## src/rtl/pipe_reg_skid_pkg.sv

```systemverilog
// rtl/pipe_reg_skid_pkg.sv - shared occupancy encodings and reset constants for pipeline stage registers
package pipe_reg_skid_pkg;

   // Occupancy of a two-entry stage: nothing held, main only, main plus skid
   typedef enum logic [1:0] {
      OCC_EMPTY = 2'd0,
      OCC_ONE   = 2'd1,
      OCC_FULL  = 2'd2
   } occ_e;

   // Default program-counter value a PC stage comes out of reset holding
   localparam logic [31:0] PC_RESET = 32'h00400030;

endpackage

```

## src/rtl/pipe_sat_counter.sv

```systemverilog
// rtl/pipe_sat_counter.sv - saturating event counter, cleared only by reset
module pipe_sat_counter #(
   parameter int CNT_W = 16
) (
   input  logic             CLK,
   input  logic             RST,
   input  logic             inc,
   output logic [CNT_W-1:0] count
);

   // Count up on inc, sticking at all-ones rather than wrapping
   always_ff @(posedge CLK) begin
      if (RST) begin
         count <= '0;
      end else if (inc && (count != {CNT_W{1'b1}})) begin
         count <= count + CNT_W'(1);
      end
   end

endmodule

```

## src/rtl/pipe_reg_skid.sv

```systemverilog
// rtl/pipe_reg_skid.sv - pipeline stage register with valid/ready handshake, 2-entry skid, flush and stall counter
module pipe_reg_skid
   import pipe_reg_skid_pkg::*;
#(
   parameter int          WIDTH       = 32,
   parameter logic [31:0] RESET_VAL   = PC_RESET,
   parameter logic        RESET_VALID = 1'b1,
   parameter int          CNT_W       = 16
) (
   input  logic             CLK,
   input  logic             RST,
   input  logic             Stall,
   input  logic             Flush,
   input  logic             in_valid,
   input  logic [WIDTH-1:0] in_data,
   output logic             in_ready,
   output logic             out_valid,
   output logic [WIDTH-1:0] out_data,
   input  logic             out_ready,
   output logic [CNT_W-1:0] stall_cnt
);

   // Reset payload is truncated or zero-extended to the stage width
   localparam logic [WIDTH-1:0] MAIN_RST = WIDTH'(RESET_VAL);
   localparam occ_e             OCC_RST  = RESET_VALID ? OCC_ONE : OCC_EMPTY;

   occ_e             occ_q;
   occ_e             occ_d;
   logic [WIDTH-1:0] main_q;
   logic [WIDTH-1:0] skid_q;
   logic             push;
   logic             pop;
   logic             accept;
   logic             stall_inc;
   logic             load_main_in;
   logic             load_main_skid;
   logic             load_skid;

   // Occupancy state and registered in_ready; in_ready is precomputed from the next state
   // so upstream never sees a combinational path through this stage
   always_ff @(posedge CLK) begin
      if (RST) begin
         occ_q    <= OCC_RST;
         in_ready <= 1'b1;
      end else begin
         occ_q    <= occ_d;
         in_ready <= (occ_d != OCC_FULL);
      end
   end

   // Next occupancy: flush empties the stage and overrides any push or pop
   always_comb begin
      occ_d = occ_q;
      if (Flush) begin
         occ_d = OCC_EMPTY;
      end else begin
         case (occ_q)
            OCC_EMPTY: if (push) occ_d = OCC_ONE;
            OCC_ONE: begin
               if (push && !pop)      occ_d = OCC_FULL;
               else if (pop && !push) occ_d = OCC_EMPTY;
            end
            OCC_FULL:  if (pop) occ_d = OCC_ONE;
            default:   occ_d = OCC_EMPTY;
         endcase
      end
   end

   // Handshake decode and payload load enables; a stall looks like downstream not ready
   always_comb begin
      out_valid      = (occ_q != OCC_EMPTY);
      accept         = out_valid & out_ready & !Stall;
      pop            = accept;
      push           = in_valid & in_ready;
      stall_inc      = out_valid & !accept;
      load_main_in   = 1'b0;
      load_main_skid = 1'b0;
      load_skid      = 1'b0;
      if (!Flush) begin
         case (occ_q)
            OCC_EMPTY: load_main_in = push;
            OCC_ONE: begin
               load_main_in = push & pop;
               load_skid    = push & !pop;
            end
            OCC_FULL:  load_main_skid = pop;
            default: ;
         endcase
      end
   end

   // Main (head) register drives out_data directly; it alone carries a reset value
   always_ff @(posedge CLK) begin
      if (RST) begin
         main_q <= MAIN_RST;
      end else if (load_main_in) begin
         main_q <= in_data;
      end else if (load_main_skid) begin
         main_q <= skid_q;
      end
   end

   // Skid register catches the beat accepted while the head is blocked
   always_ff @(posedge CLK) begin
      if (load_skid) begin
         skid_q <= in_data;
      end
   end

   assign out_data = main_q;

   pipe_sat_counter #(
      .CNT_W (CNT_W)
   ) u_stall_cnt (
      .CLK   (CLK),
      .RST   (RST),
      .inc   (stall_inc),
      .count (stall_cnt)
   );

endmodule

```

## config.mk

```make
export PLATFORM = sky130hd
export DESIGN_NAME = pipe_reg_skid
export DESIGN_NICKNAME = d
export VERILOG_FILES = /design/src/rtl/pipe_reg_skid_pkg.sv /design/src/rtl/pipe_sat_counter.sv /design/src/rtl/pipe_reg_skid.sv
export SDC_FILE = /design/constraint.sdc
export NUM_CORES = 1
export LEC_CHECK = 0
export BUFFER_PORTS_ARGS = -buffer_cell sky130_fd_sc_hd__buf_2
export CAP_MARGIN = 20
export CORE_ASPECT_RATIO = 0.6
export CORE_UTILIZATION = 35
export DETAILED_ROUTE_END_ITERATION = 6
export SYNTH_ARGS = -nofsm -noshare
export SYNTH_HDL_FRONTEND = slang
export SYNTH_SLANG_ARGS = --single-unit
```

## constraint.sdc

```tcl
create_clock -name CLK -period 10.92 [get_ports CLK]
set_input_delay 1.092 -clock CLK [delete_from_list [all_inputs] [get_ports CLK]]
set_output_delay 1.092 -clock CLK [all_outputs]
set_load 0.05 [all_outputs]
```

# Yosys cells after proc, flatten, opt, wreduce, memory -nomap -nowiden
# Index checks and enable logic that the tools add are counted.
classes:
  add_sub_neg: 1
  mul: 0
  div: 0
  order_cmp: 0
  n_eq_ne: 4
  shift: 0
  mux: 14
  bitwise_logic: 6
  n_reduce_logical: 9
op_table:
  columns: ["op", "count"]
  rows:
  - ["32-bit 2-to-1 mux", 2]
  - ["16-bit by 1-bit adder with 16-bit output (second input constant)", 1]
  - ["16-bit != test (second input constant)", 1]
  - ["2-bit 2-to-1 mux", 5]
  - ["1-bit bitwise AND", 6]
  - ["2-bit case mux with 3 select lines", 1]
  - ["1-bit 2-to-1 mux", 5]
  - ["2-bit nonzero test", 2]
  - ["1-bit logical AND", 3]
  - ["1-bit logical NOT", 3]
  - ["2-bit by 1-bit equality test with 1-bit output (second input constant)", 1]
  - ["2-bit equality test (second input constant)", 1]
  - ["2-bit logical NOT", 1]
  - ["2-bit != test (second input constant)", 1]
  - ["1-bit case mux with 2 select lines", 1]
word_totals:
  regBits: 83
  latch_bits: 0
  ramBits: 0
  mem_bits_ro: 0
  input_bits: 38
  wordCells: 39
  n_memories: 0

# Depth between registers and ports, before layout
# Gate-level depths: netlist of run 1.
depth:
  word_depth: 9
  depth_mapped: 7
  depth_no_buf: 5

# By module
# A second synthesis of run 1 with hierarchy kept.
hier_totals:
  hier_cells: 334
  hier_area_um2: 3399.5
modules_own_cells:
  columns: ["mod", "n_inst", "cells_per_inst", "area_per_inst_um2"]
  rows:
  - ["pipe_reg_skid", 1, 235, 2551.2]
  - ["pipe_sat_counter", 1, 99, 848.3]

# Least setup slack after synthesis of run 1
# No wires, ideal clock.
synth_timing:
  path_type: "input -> register"
  start: "input port out_ready"
  end: "register skid_q[0] (enable)"
  arrival_time_ps: 4423
  t_required_ps: 10418
  slack_ps: 5995
  stages: 2
  n_path_buf: 0
  cell_sequence: "nor2b_1 -> nor4bb_1"
synth_via:
  elab_chain_cells: 6
synth_lines:
  columns: ["item", "line_no", "text"]
  rows:
  - ["from (decl)", "pipe_reg_skid.sv:19", "input logic out_ready,"]
  - ["1-bit bitwise AND (2 in a row)", "pipe_reg_skid.sv:72", "accept = out_valid & out_ready & !Stall;"]
  - ["1-bit logical NOT", "pipe_reg_skid.sv:84", "load_skid = push & !pop;"]
  - ["1-bit bitwise AND", "pipe_reg_skid.sv:84", null]
  - ["1-bit 2-to-1 mux", "pipe_reg_skid.sv:80", "case (occ_q)"]
  - ["1-bit 2-to-1 mux", "pipe_reg_skid.sv:79", "if (!Flush) begin"]
  - ["via load_skid", "pipe_reg_skid.sv:37", "logic load_skid;"]
  - ["to (signal assigned)", "pipe_reg_skid.sv:106", "skid_q <= in_data;"]
  - ["to (decl)", "pipe_reg_skid.sv:30", "logic [WIDTH-1:0] skid_q;"]
# The timed path passes the listed nets, and every way through them passes these cells.
# A chain may end at the register's enable or synchronous reset.

# Worst setup path after layout of run 1
layout_timing:
  start: "input port Flush"
  end: "register main_q[10], in the netlist out_data[10]"
layout_via:
  elab_chain_cells: 2
layout_lines:
  columns: ["item", "line_no", "text"]
  rows:
  - ["from (decl)", "pipe_reg_skid.sv:13", "input logic Flush,"]
  - ["1-bit 2-to-1 mux", "pipe_reg_skid.sv:79", null]
  - ["32-bit 2-to-1 mux / 2-bit nonzero test (equally long branches)", null, null]
  - ["to (signal assigned)", "pipe_reg_skid.sv:97", "main_q <= in_data;"]
  - ["to (signal assigned)", "pipe_reg_skid.sv:99", "main_q <= skid_q;"]
  - ["to (decl)", "pipe_reg_skid.sv:29", "logic [WIDTH-1:0] main_q;"]
# Several ways; a longest one is shown, not always the timed one.

==> summary.md, run 1 <==
The type of the worst min-delay path was flop to flop. Total die area: 9974 µm². Including well taps, the total number of placed cells is 507. The tool flagged a number of max-cap violations equal to 0. The final antenna-violating net count was 0. The initial antenna violation count was 0; the final period demand of the worst path was 2.778 ns. The congestion estimate from routability-driven global placement came to 0.8275. The power per cell area was 161.4 nW/µm²; the cell area reported after detailed placement was 3887 µm². Once layout is done, the placed cells without fillers occupy 4177 µm². The violation count after the first detailed-routing iteration is 242. From left edge to right edge, the die measures 128.3 µm. Share of cells above drive strength 1: 27.92%.

The logs give 312 for the post-synthesis cell count and 7.806 ns for the worst setup timing slack at the placement stage. The clock transition at the registers of the reported paths came out at 0.06 ns. Summed over all cells, the static leakage comes to 1.553 nW.

Data on the critical path is required at its endpoint by 11.08 ns. After layout, the worst path uses 25.44% of the clock period. sky130_fd_sc_hd__dfxtp_1 takes more of the synthesized area than any other cell. For this run, design rule violations remaining after detail routing come to 0. Compared with the post-synthesis result, the final layout area differs by 24.74%.

Post-CTS setup repair buffer count: 0. The worst path meets setup with 8.142 ns of slack. The worst hold path stage count was 2. The overall die height is 77.76 µm, and the area fraction of the dominant cell type after synthesis is 30.49%. For this run, the share of the core covered by cells in the final layout is 45.29%. The finished layout holds 524 standard cells, fillers aside. For this design the top-level I/O count stands at 88.

Registers take 1982 µm². Dividing the detail-routed via count by the number of cells gives 5.193. The deepest clock path buffer count is 2, and the post-synthesis register bit count is 83. When the netlist entered floorplanning its net count stood at 351. For the count of cells resized by post-cts repair, the log shows 0. During synthesis, Yosys emitted a total of 0 warnings.

The run finished with clean final reports. After filler insertion, the fill cell instance count of the layout stands at 892. Clock skew on the completed layout was measured at 0.009265 ns. On the final layout, the worst hold slack is 0.4615 ns. The logs give 0.09621 mV for the worst voltage drop across the vdd grid and 0 for the max-slew violation count. Entering global routing, the biggest net connects 55 pins.

After synthesis the cells add up to 3348 µm². Critical path launch point type: an input port. Worst reg2reg path depth: 5.

For this run, the detailed router's first-pass iteration total came to 5. The core region is 9223 µm². After floorplanning, the core was divided into 27 placement rows.

Summed over all layers, the routed wires come to 8351 µm. For the relative slew slack, the log shows 29.15%. The fmax is 360.0 MHz. The worst setup path is of the input port to flop kind. For the number of distinct library cells after synthesis, the log shows 47. Buffers inserted during clock tree synthesis total 9. The net count of the finished layout was 428. Dividing the detail-routed wire length by the instance count gives 15.94 µm.

Data on the critical path arrives at its endpoint at 2.94 ns. The average instance in the mapped netlist occupies 10.73 µm². The initial standard-cell utilization of the core was 36.30%; the number of port buffers was 87.

Sorting the synthesized cells by area gives the leading types as sky130_fd_sc_hd__dfxtp_1, sky130_fd_sc_hd__edfxtp_1, sky130_fd_sc_hd__a22oi_1, sky130_fd_sc_hd__a21oi_1, sky130_fd_sc_hd__nand3_1. Across every metal layer, demand over resource in global routing totals 17.35%. CTS placed an instance of sky130_fd_sc_hd__clkbuf_16 at the clock tree root. 0 antenna diodes ended up in the layout.

The H-tree generated during clock tree synthesis spans 3 levels. The run gives 0.33 ns as the clock network latency to the later pin of the worst-skew pair. STA classifies the critical path endpoint as a flop. Setup repair after global routing left no endpoint under its margin. The tools report the quantity of hold-fixing buffers added after cts as 0.

Setup violations remaining at the end of the flow were counted as 0. The hold violation count in the final report is 0, and the leftover overflow at the end of global routing is 0. The pin slew with the least headroom to its limit was 1.060 ns.

The share of the Yosys chip area taken by registers is 59.19%. The sum of net half-perimeters after detailed placement is 5464 µm. The logs give 83 for the clock sink count and 2506 for the number of global-route vias before repair.

The first global-routing pass estimated 13140 µm of wire. Overall power consumption after layout is estimated at 0.6740 mW. Area taken by multi-input logic gates: 1270 µm². TritonCTS built the clock tree. Along the worst path, the maximum fanout reaches 29. The detailed router placed 2721 vias in this run. Adding up every negative setup slack in the final design gives 0 ns.
[layout by cell type (no fill, tap or decap), types with 5 or more instances in the layout]
cell and n:
sky130_fd_sc_hd__edfxtp_1 32, sky130_fd_sc_hd__or4_1 5, sky130_fd_sc_hd__nand2_1 7, sky130_fd_sc_hd__a21oi_1 39
sky130_fd_sc_hd__buf_2 87, sky130_fd_sc_hd__a22oi_1 29, sky130_fd_sc_hd__dfxtp_1 51, sky130_fd_sc_hd__nand3_1 37
sky130_fd_sc_hd__or3_1 7, sky130_fd_sc_hd__nor2_1 13, sky130_fd_sc_hd__clkbuf_16 9
[final timing paths]
kind                   startpoint                    to  slack (ns)
min reg2reg           out_data[2]           out_data[2]        0.46
min                   out_data[2]           out_data[2]        0.46
max reg2reg  u_stall_cnt.count[0]  u_stall_cnt.count[6]        8.46
max                         Flush          out_data[10]        8.14
[state kept, by name, indices dropped and copies added, names as in the netlist]
| signal | count |
|---|---|
| u_stall_cnt.count | 16 |
| in_ready | 1 |
| out_data | 32 |
| skid_q | 32 |
| occ_q | 2 |
[final cells by class]
| type | count | share of cell area (%) |
|---|---|---|
| tap | 130 | 3.895 |
| inverter | 4 | 0.3595 |
| clock inverter | 6 | 0.7789 |
| sequential | 83 | 47.45 |
| timing repair buffer | 91 | 11.62 |
| clock buffer | 10 | 5.482 |
| multi-input combinational | 200 | 30.41 |
[report_power, final]
| group | leakage [nW] | internal (mW) | switching (mW) |
|---|---|---|---|
| logic | 0.712 | 0.0202 | 0.0475 |
| clock network | 0.133 | 0.152 | 0.115 |
| registers | 0.707 | 0.333 | 0.00614 |
| total | 1.55 | 0.505 | 0.169 |
[per-layer routing]
layer  vias up  GRT usage, %  wire length, µm
met5         -             0                0
met4         0         6.118               29
met3         2         4.621              439
met2        76         23.19             3531
met1      1285         26.25             4350
li1       1358             -                -
[Yosys cell counts (all sizes together)]
cell type and number:
clkinv 1, nor4b 3, a221o 1, mux2 3, or3b 1, o31ai 3, a21o 1, a21boi 3
a31oi 1, a2111o 1, o21bai 3, a22oi 29, nand2 7, nor2 14, nor4 3, a41oi 1
buf 7, a21oi 39, edfxtp 32, and4 1, nand2b 1, nor2b 4, a211oi 4, a2111oi 2
and2 2, nand3 37, a311oi 2, inv 3, or4 5, dfxtp 51, and3 2, nor4bb 1
o41ai 1, nor3 3, o21ai 7, ha 1, nand4 4, o31a 2, or3 7, mux2i 1
clkbuf 18
[critical path, cell delays in order]
cell and delay, ns:
sky130_fd_sc_hd__buf_2 0.16, sky130_fd_sc_hd__nor4b_2 0.51, sky130_fd_sc_hd__nand2_1 0.74, sky130_fd_sc_hd__nand3_1 0.32
sky130_fd_sc_hd__a21oi_1 0.09
[cell families (layout without fill, tap and decap cells)]
group           count (synthesis)  after routing  share of synthesized area, %
simple gates                   95             95                         15.81
fa+ha+maj                       1              1                        0.3736
compound gates                100            100                         19.62
flops                          83             83                         59.19
mux                             4              4                         1.308
buf+inv                        29            111                         3.699
Power figures use the tool's default switching activity.
==> inputs of run 2 (changes only) <==
==> constraint.sdc (replaced) <==
create_clock -name CLK -period 2.87 [get_ports CLK]
set_input_delay 0.287 -clock CLK [delete_from_list [all_inputs] [get_ports CLK]]
set_output_delay 0.287 -clock CLK [all_outputs]
set_load 0.05 [all_outputs]
==> run 2 against run 1 <==
  * Design area up 2.0%
  * Non-clock buffer count increased by 4
  * Clock power grew to 4.3 times the previous value
  * First-iteration DRC count fell by 14%
  * Register-to-register slack worse by 7.8 ns
  * Flip-flop and latch count stayed put
  * Count of clock-buffer cells in the layout rose by 1
  * Via count increased by 3.3%
  * Global-route usage rose by 0.23 points
  * Critical path type is now flop to flop
==> summary.md, run 2 (synthesis results as in run 1) <==
The count of cells resized by post-cts repair was 0 (unchanged); the initial standard-cell utilization of the core was 36.30% (unchanged). The run gives 13360 µm (+1.6%) as the global-route wire length before repair. The number of optimization iterations in the first detailed-route pass came out at 6 (+1).

Worst reg2reg path depth: 5 (unchanged). STA classifies the critical path endpoint as a flop. The worst hold path stage count works out to 1 (-1).

The logs give 2.45 ns (-0.49 ns) for the arrival time at the worst endpoint and 1.590 nW (+2.4%) for the leakage power total. The tools report the depth of the CTS H-tree as 3 (unchanged). The path class of the tightest hold or removal check is input port to flop. Initial antenna violation count: 0 (unchanged).

The tools report the number of maximum-capacitance constraint violations as 0 (unchanged). The origin of the worst min-delay path was in_data[18]. The worst path in the final design needs a cycle of 2.194 ns, including I/O delays and setup. TritonCTS built the clock tree. In this run the critical register-to-register path is captured at u_stall_cnt.count[14]. The critical path launch point type is a flop.

The overall fraction of global-route tracks in use was 17.58% (+0.23 points); the sum of net half-perimeters after detailed placement was 5668 µm (+3.7%). The quantity of hold-fixing buffers added after cts came out at 0 (unchanged). The area growth from synthesis to layout works out to 27.24%. The total of fill cells in the finished design was 871 (-2.4%). The overall die height is 77.76 µm (unchanged), and the total setup violations reported at the end of the flow is 0 (unchanged). For the final estimated routing congestion in global placement, the log shows 0.7857 (-5.1%). For the total die area, the log shows 9974 µm² (unchanged). Timing would allow up to 455.8 MHz. The routed length per instance was 15.98 µm (+0.25%). The tree is rooted in a sky130_fd_sc_hd__clkbuf_16. The path with the worst hold slack has its endpoint at skid_q[18]. The run gives 207 (-14%) as the violation count after the first detailed-routing iteration. Number of port buffers: 87 (unchanged). Worst voltage drop across the vdd grid: 0.2609 mV (+170%).

The required time of the critical path is 3.13 ns (-7.95 ns), and the cell area reported after detailed placement is 3958 µm² (+1.8%). The detail-routed via count per cell came out at 5.324 (+2.5%). For the setup clock skew after layout, the log shows 0.005675 ns (-0.003590 ns).

Number of top-level pins: 88 (unchanged). The reg2reg setup slack was 0.68 ns (-7.78 ns). The horizontal die dimension was 128.3 µm (unchanged); the hold violation count in the final report was 0 (unchanged). In the layout the commonest cells are sky130_fd_sc_hd__buf_2, sky130_fd_sc_hd__dfxtp_1, sky130_fd_sc_hd__a21oi_1, sky130_fd_sc_hd__nand3_1, sky130_fd_sc_hd__edfxtp_1.

The worst setup timing slack at the placement stage is 0.7142 ns (-7.091 ns), and the pin slew with the least headroom to its limit is 1.049 ns (-0.01156 ns). In the finished design, the share of the clock period the worst path needs comes to 76.44%. The logs give 432 (+0.93%) for the net count of the finished layout and 30.09% (+0.94 points) for the relative slew slack. The number of antenna cells inserted was 0 (unchanged). The run gives 55 (unchanged) as the largest net degree at the start of global routing. The share of cells above drive strength 1 was 28.64% (+0.72 points); the leftover overflow at the end of global routing was 0 (unchanged). The smallest setup slack after layout was 0.6763 ns (-7.466 ns). The number of DRC violations after detailed routing was 0 (unchanged); the clock network latency to the later pin of the worst-skew pair was 0.34 ns (about the same). The total wirelength of the detailed-routed design is 8436 µm (+1.0%). The power per cell area is 636.3 nW/µm² (+290%), and the maximum net fanout on the critical path is 8 (-72%).

The tools report the number of placement rows as 27 (unchanged). The post-CTS setup repair buffer count came out at 0 (unchanged). The number of global-route vias before repair is 2552 (+1.8%), and the final-layout setup total negative slack is 0 ns (unchanged).

The final antenna-violating net count is 0 (unchanged). The kind of critical path is flop to flop. The number of CTS-inserted buffers is 9 (unchanged). Leaving out fill and tap cells, the most frequent cell in the layout is sky130_fd_sc_hd__buf_2. The flow ran to the end, and the final reports show no timing, DRC or antenna violations.

The overall power of the completed layout is 2.711 mW (+300%), and the max-slew violation count is 0 (unchanged). The deepest clock path buffer count was 2 (unchanged). The final design area excluding fillers is 4260 µm² (+2.0%).

In this run the critical register-to-register path is launched from u_stall_cnt.count[0]. The clock sink count was 83 (unchanged); the overall via count from detail_route was 2811 (+3.3%). The clock transition at the registers of the reported paths is 0.06 ns (about the same).

The area of the core region came out at 9223 µm² (unchanged). Setup repair after global routing left no endpoint under its margin.
-- run 2: changes by cell type in the layout (fill, tap and decap cells not counted) --
cell | previous run | this run
sky130_fd_sc_hd__clkbuf_8 | 0 | 1
sky130_fd_sc_hd__inv_6 | 0 | 1
sky130_fd_sc_hd__clkinv_2 | 4 | 0
sky130_fd_sc_hd__buf_12 | 0 | 1
sky130_fd_sc_hd__bufinv_16 | 0 | 1
sky130_fd_sc_hd__clkinv_4 | 1 | 2
sky130_fd_sc_hd__buf_4 | 3 | 6
-- run 2: critical path, stage by stage, from the launching register on --
cell and delay (ns):
sky130_fd_sc_hd__dfxtp_1 0.40, sky130_fd_sc_hd__ha_1 0.29, sky130_fd_sc_hd__nand4_1 0.24, sky130_fd_sc_hd__or4_1 0.60, sky130_fd_sc_hd__or4_1 0.45, sky130_fd_sc_hd__a21oi_1 0.15
-- run 2: power breakdown --
| group | leakage, nW | internal, mW | total, mW | switching [mW] |
|---|---|---|---|---|
| Clock | 0.148 | 0.701 | 1.16 | 0.457 |
| Sequential | 0.707 | 1.27 | 1.29 | 0.0227 |
| Combinational | 0.736 | 0.0802 | 0.264 | 0.184 |
| Total | 1.59 | 2.05 | 2.71 | 0.664 |
-- run 2: final cells by class --
cell class | count | area (µm²) | share of cell area, %
timing repair buffer | 95 | 528.0 | 12.39
clock inverter | 5 | 60.06 | 1.410
clock buffer | 11 | 242.7 | 5.698
inverter | 4 | 15.01 | 0.3524
tap | 130 | 162.7 | 3.818
multi-input combinational | 200 | 1270 | 29.81
sequential | 83 | 1982 | 46.52
-- run 2: worst max path at each step --
stage                                     from               endpoint  slack (ns)  cells past startpoint
final                     u_stall_cnt.count[0]  u_stall_cnt.count[14]        0.68                      5
after global routing      u_stall_cnt.count[0]  u_stall_cnt.count[12]        0.52                      5
after CTS                 u_stall_cnt.count[0]  u_stall_cnt.count[14]        0.70                      5
after detailed placement  u_stall_cnt.count[0]  u_stall_cnt.count[14]        0.71                      5
after global placement                   Stall           out_data[14]        0.69                      5
after floorplan                       in_ready              skid_q[0]        0.35                      2
-- run 2: metal layers --
| metal | wire, µm | up-vias | GRT usage (%) |
|---|---|---|---|
| li1 | - | 1364 | - |
| met1 | 4170 | 1350 | 24.83 |
| met2 | 3622 | 88 | 25.19 |
| met3 | 550 | 9 | 5.655 |
| met4 | 93 | 0 | 5.529 |
| met5 | 0 | - | 0 |
-- run 2: metrics by stage --
stage          cells  hold WS, ns  util [%]
5_1_grt          528       0.1304     46.19
3_5_place_dp     512       0.4571     42.91
6_report         528       0.1377     46.19
4_1_cts          528       0.1234     46.19
3_3_place_gp     511       0.4517     42.61
2_1_floorplan    312       0.3655         -
==> inputs of run 3 (changes only) <==
==> constraint.sdc (replaced) <==
create_clock -name CLK -period 2.1 [get_ports CLK]
set_input_delay 0.21 -clock CLK [delete_from_list [all_inputs] [get_ports CLK]]
set_output_delay 0.21 -clock CLK [all_outputs]
set_load 0.05 [all_outputs]
==> run 3 against run 2 <==
  * Final cell count is 1.3% higher
  * Global-route usage rose by 0.35 points
  * Sequential power up 36%
  * Routed wire length up 3.1%
==> summary.md, run 3 (synthesis results as in run 1) <==
The fmax was 507.3 MHz (+11%); the detail-routed via count per cell was 5.286 (-0.71%). The clock network fraction of design power was 40.9% (-1.8 points); the number of cells in the design after placement was 519 (+1.4%). The internal power came out at 2.698 mW (+32%). The logs give 13870 µm (+3.8%) for the global-route wire length before repair and 35 (-36%) for the largest net degree at the start of global routing. The number of maximum-capacitance constraint violations was 0 (unchanged).

The overall via count from detail_route was 2828 (+0.60%); the number of top-level pins was 88 (unchanged). The final antenna-violating net count came out at 0 (unchanged). The power per cell area is 839.5 nW/µm² (+32%), and the overall power of the completed layout is 3.594 mW (+33%).

Number of DRC violations after detailed routing: 0 (unchanged). The maximum net fanout on the critical path came out at 8 (unchanged). The clock network latency to the later pin of the worst-skew pair was 0.33 ns (about the same); the post-CTS setup repair buffer count was 0 (unchanged). The routed length per instance was 16.26 µm (+1.8%); the arrival time at the worst endpoint was 2.22 ns (-0.23 ns). The count of cells resized by post-cts repair came out at 0 (unchanged). The final critical-path share of the clock period is 93.87% (+17 points), and the proportion of power drawn by combinational gates is 10.2% (+0.5 points).

The number of placement rows is 27 (unchanged). The final estimated routing congestion in global placement came out at 0.8011 (+2.0%). Final cell count without fillers: 535 (+1.3%). The tools report the final-layout setup total negative slack as 0 ns (unchanged). Final period demand of the worst path: 1.971 ns (-0.2225 ns). The top cell types in the final layout, fill and taps aside, are sky130_fd_sc_hd__buf_2, sky130_fd_sc_hd__dfxtp_1, sky130_fd_sc_hd__a21oi_1, sky130_fd_sc_hd__nand3_1, sky130_fd_sc_hd__edfxtp_1. For the number of antenna cells inserted, the log shows 0 (unchanged). The total wirelength of the detailed-routed design was 8700 µm (+3.1%); the overall die height was 77.76 µm (unchanged). The tools report the max-slew violation count as 0 (unchanged).

The worst setup path is captured at a flop. The pin slew with the least headroom to its limit is 0.6731 ns (-0.3756 ns), and the violation count after the first detailed-routing iteration is 190 (-8.2%). The tools report the required time of the critical path as 2.35 ns (-0.78 ns). The horizontal die dimension is 128.3 µm (unchanged).

The tools report the net load switching power as 0.8963 mW (+35%). The setup clock skew after layout is 0.004346 ns (-0.001329 ns), and the total number of cells along the worst setup path is 5 (unchanged). The run gives 9974 µm² (unchanged) as the total die area. The number of port buffers is 87 (unchanged), and the number of optimization iterations in the first detailed-route pass is 4 (-2). The signal on the critical path passes through ha_1 -> nand4_1 -> or4_1 -> or4_1 -> a21oi_1. The hold violation count in the final report was 0 (unchanged).

The type of the worst min-delay path is input port to flop. The worst hold path stage count is 1 (unchanged). The logs give 9 (unchanged) for the number of CTS-inserted buffers and 36.30% (unchanged) for the initial standard-cell utilization of the core. For the overall fraction of global-route tracks in use, the log shows 17.94% (+0.35 points). The area growth from synthesis to layout is 27.88%, and the leakage power total is 1.609 nW (+1.2%). The slowest library cell on the worst path was sky130_fd_sc_hd__or4_1.

The most numerous cell on the critical path is sky130_fd_sc_hd__or4_1. The share of total power consumed by net switching was 24.94% (+0.45 points); the fraction of power consumed by sequential logic was 48.9% (+1.4 points). The logs give 0 (unchanged) for the quantity of hold-fixing buffers added after cts and 5871 µm (+3.6%) for the sum of net half-perimeters after detailed placement. Leaving out fill and tap cells, the most frequent cell in the layout is sky130_fd_sc_hd__buf_2. The depth of the CTS H-tree came out at 3 (unchanged). The clock sink count is 83 (unchanged), and the area of the core region is 9223 µm² (unchanged). Setup repair after global routing left no endpoint under its margin. The buffer and inverter count on the worst path works out to 0 (unchanged). The final design area excluding fillers was 4282 µm² (+0.50%); the initial antenna violation count was 0 (unchanged). The worst setup path is of the flop to flop kind.

Broken down by cell family, the worst path's largest delay share belongs to simple AND/OR/NAND/NOR gates. The relative slew slack is 55.13% (+25 points), and the share of cells above drive strength 1 is 31.85% (+3.2 points). The number of global-route vias before repair is 2655 (+4.0%), and the leftover overflow at the end of global routing is 0 (unchanged). The critical path launch point type is a flop. The longest individual stage delay on the worst path works out to 0.56 ns (-0.04 ns). The worst reg2reg path depth was 5 (unchanged). The worst voltage drop across the vdd grid came out at 0.4358 mV (+67%). The total setup violations reported at the end of the flow is 0 (unchanged).

The clock transition at the registers of the reported paths was 0.06 ns (about the same). Library cell used as clock root buffer: sky130_fd_sc_hd__clkbuf_16. The cell area reported after detailed placement is 4001 µm² (+1.1%), and the final worst hold slack is 0.07067 ns (-0.06708 ns). TritonCTS built the clock tree.

For the deepest clock path buffer count, the log shows 2 (unchanged). For the net count of the finished layout, the log shows 439 (+1.6%). The flow ran to the end, and the final reports show no timing, DRC or antenna violations.
## run 3: cell types whose count changed in the layout (fill, tap and decap cells not counted), moves of 3 or more
cell                       delta
sky130_fd_sc_hd__dfxtp_1      -5
sky130_fd_sc_hd__dfxtp_2      +4
sky130_fd_sc_hd__clkinv_2     +3
sky130_fd_sc_hd__buf_4        +9
## run 3: final cells by class
| class | count | area (µm²) |
|---|---|---|
| clock buffers | 11 | 252.7 |
| clock inverters | 5 | 27.53 |
| fillers | 867 | 4941 |
| inverters | 4 | 15.01 |
| multi-input cells | 200 | 1285 |
| flip-flops and latches | 83 | 1991 |
| well taps | 130 | 162.7 |
| repair buffers | 102 | 548.0 |
## run 3: through the flow
stage          worst slack (ns)  util, %
6_report                 0.1287    46.43
5_1_grt                 0.02110    46.43
4_1_cts                  0.1180    46.43
3_5_place_dp             0.1345    43.39
3_3_place_gp             0.2009    43.39
2_1_floorplan          -0.05726        -
## run 3: path summary, 6_finish.rpt
kind                        startpoint                     to  slack (ns)
hold / removal             in_data[10]             skid_q[10]        0.07
hold reg to reg            out_data[9]            out_data[9]        0.46
setup reg to reg  u_stall_cnt.count[0]  u_stall_cnt.count[14]        0.13
setup / recovery  u_stall_cnt.count[0]  u_stall_cnt.count[14]        0.13
## run 3: power by group through the flow
stage / clock network, mW / logic (mW) / registers [mW]
after floorplan: 0 / 0.141 / 1.89
after global placement: 0 / 0.363 / 1.79
after detailed placement: 0 / 0.368 / 1.79
after CTS: 1.51 / 0.369 / 1.76
after global routing: 1.57 / 0.395 / 1.76
final: 1.47 / 0.366 / 1.76
## run 3: per-layer routing
metal	wire length [µm]	share of wire, %	vias to the layer above	GRT usage [%]
li1	-	-	1377	-
met1	4260	49	1362	25.42
met2	3883	45	85	26.70
met3	500	5.7	4	4.690
met4	57	0.66	0	5.059
met5	0	0	-	0
